**config.mk**
```make
export PLATFORM = sky130hd
export DESIGN_NAME = regfile_dump_reader
export DESIGN_NICKNAME = d
export VERILOG_FILES = /design/src/rtl/regfile_dump_reader.sv
export SDC_FILE = /design/constraint.sdc
export NUM_CORES = 1
export LEC_CHECK = 0
export BUFFER_PORTS_ARGS = -buffer_cell sky130_fd_sc_hd__buf_2
export CAP_MARGIN = 40
export CORE_MARGIN = 1
export CORE_UTILIZATION = 45
export CTS_BUF_LIST = sky130_fd_sc_hd__clkbuf_16
export DETAILED_ROUTE_END_ITERATION = 16
export GPL_TIMING_DRIVEN = 1
export PLACE_DENSITY = 0.7
export SLEW_MARGIN = 10
export SYNTH_ARGS = -nofsm -noshare
export SYNTH_HDL_FRONTEND = slang
export SYNTH_SLANG_ARGS = --single-unit
```
**constraint.sdc**
```tcl
create_clock -name i_clk -period 1.8 [get_ports i_clk]
set_input_delay 0.18 -clock i_clk [delete_from_list [all_inputs] [get_ports i_clk]]
set_output_delay 0.18 -clock i_clk [all_outputs]
set_load 0.05 [all_outputs]
```
**src/rtl/regfile_dump_reader.sv**
```systemverilog
// Walks register file read port 1 over every register and streams each word out little-endian as bytes.
// Optional trailing XOR checksum byte is enabled by defining REGDUMP_CHECKSUM_EN.
module regfile_dump_reader #(
  parameter int N_BITS     = 32,
  parameter int N_BITS_REG = 5,
  parameter int N_REGS     = 32,
  parameter int BYTE_BITS  = 8
) (
  input  logic                  i_clk,
  input  logic                  i_reset,
  input  logic                  i_start,
  output logic [N_BITS_REG-1:0] o_read_reg,
  output logic                  o_rf_valid,
  input  logic [N_BITS-1:0]     i_read_data,
  output logic [BYTE_BITS-1:0]  o_byte,
  output logic                  o_byte_valid,
  input  logic                  i_byte_ready,
  output logic                  o_busy,
  output logic                  o_done
);
  localparam int NBYTES = N_BITS / BYTE_BITS;
  localparam int KW     = (NBYTES > 1) ? $clog2(NBYTES) : 1;
  localparam logic [N_BITS_REG-1:0] LAST_IDX = N_BITS_REG'(N_REGS - 1);
  localparam logic [KW-1:0]         LAST_K   = KW'(NBYTES - 1);

  typedef enum logic [2:0] {
    S_IDLE, S_READ, S_LATCH, S_SEND, S_NEXT, S_DONE, S_CSUM
  } state_t;

  state_t                state_q, state_d;
  logic [N_BITS_REG-1:0] idx_q, idx_d;
  logic [KW-1:0]         cnt_q, cnt_d;
  logic [N_BITS-1:0]     word_q, word_d;
  logic [BYTE_BITS-1:0]  cur_byte;
  logic                  xfer;
`ifdef REGDUMP_CHECKSUM_EN
  logic [BYTE_BITS-1:0]  csum_q, csum_d;
`endif

  always_ff @(posedge i_clk) begin
    if (i_reset) begin
      state_q <= S_IDLE;
      idx_q   <= '0;
      cnt_q   <= '0;
      word_q  <= '0;
`ifdef REGDUMP_CHECKSUM_EN
      csum_q  <= '0;
`endif
    end else begin
      state_q <= state_d;
      idx_q   <= idx_d;
      cnt_q   <= cnt_d;
      word_q  <= word_d;
`ifdef REGDUMP_CHECKSUM_EN
      csum_q  <= csum_d;
`endif
    end
  end

  assign cur_byte = word_q[cnt_q*BYTE_BITS +: BYTE_BITS];
  // Outputs decode state only, so ready never reaches valid combinationally.
  assign xfer     = o_byte_valid && i_byte_ready;

  always_comb begin
    state_d      = state_q;
    idx_d        = idx_q;
    cnt_d        = cnt_q;
    word_d       = word_q;
`ifdef REGDUMP_CHECKSUM_EN
    csum_d       = csum_q;
`endif
    o_read_reg   = idx_q;
    o_rf_valid   = 1'b0;
    o_byte       = '0;
    o_byte_valid = 1'b0;
    o_busy       = 1'b0;
    o_done       = 1'b0;
    case (state_q)
      S_IDLE: begin
        if (i_start) begin
          idx_d   = '0;
          cnt_d   = '0;
`ifdef REGDUMP_CHECKSUM_EN
          csum_d  = '0;
`endif
          state_d = S_READ;
        end
      end
      S_READ: begin
        o_busy     = 1'b1;
        o_rf_valid = 1'b1;
        state_d    = S_LATCH;
      end
      S_LATCH: begin
        o_busy  = 1'b1;
        word_d  = i_read_data;
        cnt_d   = '0;
        state_d = S_SEND;
      end
      S_SEND: begin
        o_busy       = 1'b1;
        o_byte       = cur_byte;
        o_byte_valid = 1'b1;
        if (xfer) begin
`ifdef REGDUMP_CHECKSUM_EN
          csum_d = csum_q ^ cur_byte;
`endif
          if (cnt_q == LAST_K) state_d = S_NEXT;
          else                 cnt_d   = cnt_q + 1'b1;
        end
      end
      S_NEXT: begin
        o_busy = 1'b1;
        if (idx_q == LAST_IDX) begin
`ifdef REGDUMP_CHECKSUM_EN
          state_d = S_CSUM;
`else
          state_d = S_DONE;
`endif
        end else begin
          idx_d   = idx_q + 1'b1;
          state_d = S_READ;
        end
      end
`ifdef REGDUMP_CHECKSUM_EN
      S_CSUM: begin
        o_busy       = 1'b1;
        o_byte       = csum_q;
        o_byte_valid = 1'b1;
        if (xfer) state_d = S_DONE;
      end
`endif
      S_DONE: begin
        o_done  = 1'b1;
        state_d = S_IDLE;
      end
      default: state_d = S_IDLE;
    endcase
  end
endmodule

```
==> flow_metrics.tcl <==
set metrics [dict create \
    boundaryPins 53 \
    drv_cap 0 \
    diodes 0 \
    hold_viol_final 0 \
    grt_max_degree 33 \
    hold_buffers 0 \
    dpl_cell_area_um2 2260 \
    start_kind "register" \
    routedWlPerCell_um 12.70 \
    viasPerCell 5.124 \
    critPathBufInv 2 \
    use_met2_pct 33.00 \
    synth-seq-area-share_pct 44.21 \
    power_per_cell_area_nw_per_um2 948.3 \
    hold_class "input pin to register" \
    wl_um 4203 \
    drt_iter0_drc 93 \
    synth-warning-count 0 \
    gr-usage-met3_pct 5.822 \
    worstPathCellList "buf_6, mux4_2, and2_4, buf_8" \
    fin_area_um2 2582 \
    layout.nets 319 \
    final_util_pct 64.10 \
    ant_nets 0 \
    slew_headroom_pct 66.43 \
    p_leak_nw 1.045 \
    syn_nets 264 \
    drc_errors 0 \
    synthCells 225 \
    placed_cells 322 \
    gr-usage-met1_pct 24.74 \
    cts_tree "done" \
    ys_types 34 \
    rsz0062_at_grt "no" \
    min_period_ns 1.759 \
    fmax_mhz 568.5 \
    cts_buffers 5 \
    die_width_um 67.01 \
    grt-ovfl-total 0 \
    crit_fanout 4 \
    crit_start "cnt_q[0]" \
    maxSlewViolCount 0 \
    grt_usage_pct 20.09 \
    crit_type "register to primary output" \
    max-vdd-ir-drop_v 0.0005667 \
    synth-main-ff-cell "dfxtp_1" \
    worstMarginPinSlew_ns 0.5025 \
    cpMaxStageDelayCell "mux4_2" \
    instances_no_fill 331 \
    netlist_area_um2 1902 \
    dr_total_vias 1696 \
    clk_pin_slew_worst_paths_ns 0.06 \
    cts-root-buf "clkbuf_16" \
    drt_first_pass_iters 4 \
    htreeDepth 2 \
    crit_arrival_ns 1.58 \
    async_flop_share_pct 0 \
    core_um2 4029 \
    clock_latency_ns 0.28 \
    area_delta_synth_final_pct 35.79 \
    grt_pass1_vias 1456 \
    ys_ff_latch 42 \
    rows 23 \
    start_util_pct 47.20 \
    crit_family "multiplexers" \
    portBuffers 52 \
    cp-end-kind "primary output" \
    place_hpwl_um 2893 \
    hold_ws_ns 0.1298 \
    antenna_found_initial 0 \
    cpPeakStageDelay_ns 0.50 \
    synth_edf_count 0 \
    grt_busiest_layer "met2" \
    drive_above_1_share_pct 37.37 \
    grt_pass1_wl_um 6644 \
    max-clock-path-buffers 2 \
    outcome "finished, final reports clean" \
    die_area_um2 4490 \
    routabilityCongestion 0.7992 \
    required_ns 1.62 \
    skew_ns 0.006693 \
    finalCritPeriodShare_pct 97.72 \
    regToRegStartpoint "o_read_reg[0]" \
    die_h_um 67.01 \
    syn_avg_cell_area_um2 8.453 \
    clock_sinks 42 \
    largest_reg_flops 32 \
    setup_violations 0 \
    min_from "i_read_data[1]" \
]
[synth_stat cells (all sizes together), types with 2 or more instances]
library cell	count	share of area, %
clkbuf	11	2.2
nand2b	2	0.66
nor2b	3	0.99
o2111ai	2	0.92
dfxtp	42	44
and3	2	0.66
nor2	7	1.4
o21ai	4	1.1
nand2	68	13
nor3	3	0.79
a21oi	37	9.7
inv	2	0.39
and2	9	3.0
or4	2	0.79
ha	3	2.0
mux4	8	9.5
buf	5	1.7
nor3b	2	0.79
[power by group]
group | switching [W] | internal (W)
clock | 0.000364 | 0.000796
combinational | 0.000164 | 0.000120
sequential | 0.0000284 | 0.000976
total | 0.000556 | 0.00189
[layer usage]
| layer | wire length [um] | vias to the layer above |
|---|---|---|
| met2 | 2167 | 36 |
| met1 | 1826 | 770 |
| met4 | 55 | 0 |
| li1 | - | 885 |
| met5 | 0 | - |
| met3 | 154 | 5 |
[cells by family (layout without fill, tap and decap cells)]
| group | Yosys count | count (layout) | share of synthesized area, % |
|---|---|---|---|
| buf+inv | 18 | 74 | 4.276 |
| flops | 42 | 42 | 44.21 |
| simple gates | 101 | 101 | 23.81 |
| xor+xnor | 1 | 1 | 0.4606 |
| compound gates | 51 | 51 | 15.20 |
| fa+ha+maj | 3 | 3 | 1.974 |
| mux | 9 | 9 | 10.07 |
[final cells by class]
class                      instances  area (um^2)
fill                             365         1446
multi-input combinational        165         1021
sequential                        42        850.8
timing repair buffer              64        446.7
tap                               50        62.56
clock buffer                       5        125.1
inverter                           2        7.507
clock inverter                     3        68.82
[repair_timing]
action                                  in CTS  in global routing
pin swaps                                    0                  7
buffers inserted                             1                  0
endpoints found under the setup margin      11                 14
resized for setup                           15                 31
[worst reg2reg max path: stages (launching register included)]
cell and delay [ns]:
dfxtp_2 0.34, ha_1 0.22, and3_1 0.19, ha_2 0.20
or4_1 0.51, a21oi_1 0.17
[through the flow]
step           power, W  setup slack [ns]  setup TNS [ns]
2_1_floorplan  0.001205          0.002440               0
3_3_place_gp   0.001295           0.08540               0
3_5_place_dp   0.001302          -0.03215        -0.05033
4_1_cts        0.002466         0.0001518               0
5_1_grt        0.002552          0.005272               0
6_report       0.002449           0.04101               0
[placed cells by master (no fill, tap or decap), types with 3 or more instances in the layout]
cell and instances:
buf_8 7, mux4_2 8, nor2_2 3, and2_4 8, nand2_1 68, buf_4 9, nor3_1 3, buf_2 44
dfxtp_2 5, buf_6 3, clkbuf_16 5, dfxtp_1 36, a21oi_1 37, nor2_1 4
[path summary, 6_finish.rpt]
path,cells after the start,end,slack [ns]
max,4,o_byte[1],0.04
min,3,word_q[1],0.13
max reg2reg,5,o_read_reg[3],0.09
min reg2reg,2,word_q[2],0.45
Note: power is estimated with default switching activity, not from simulation.
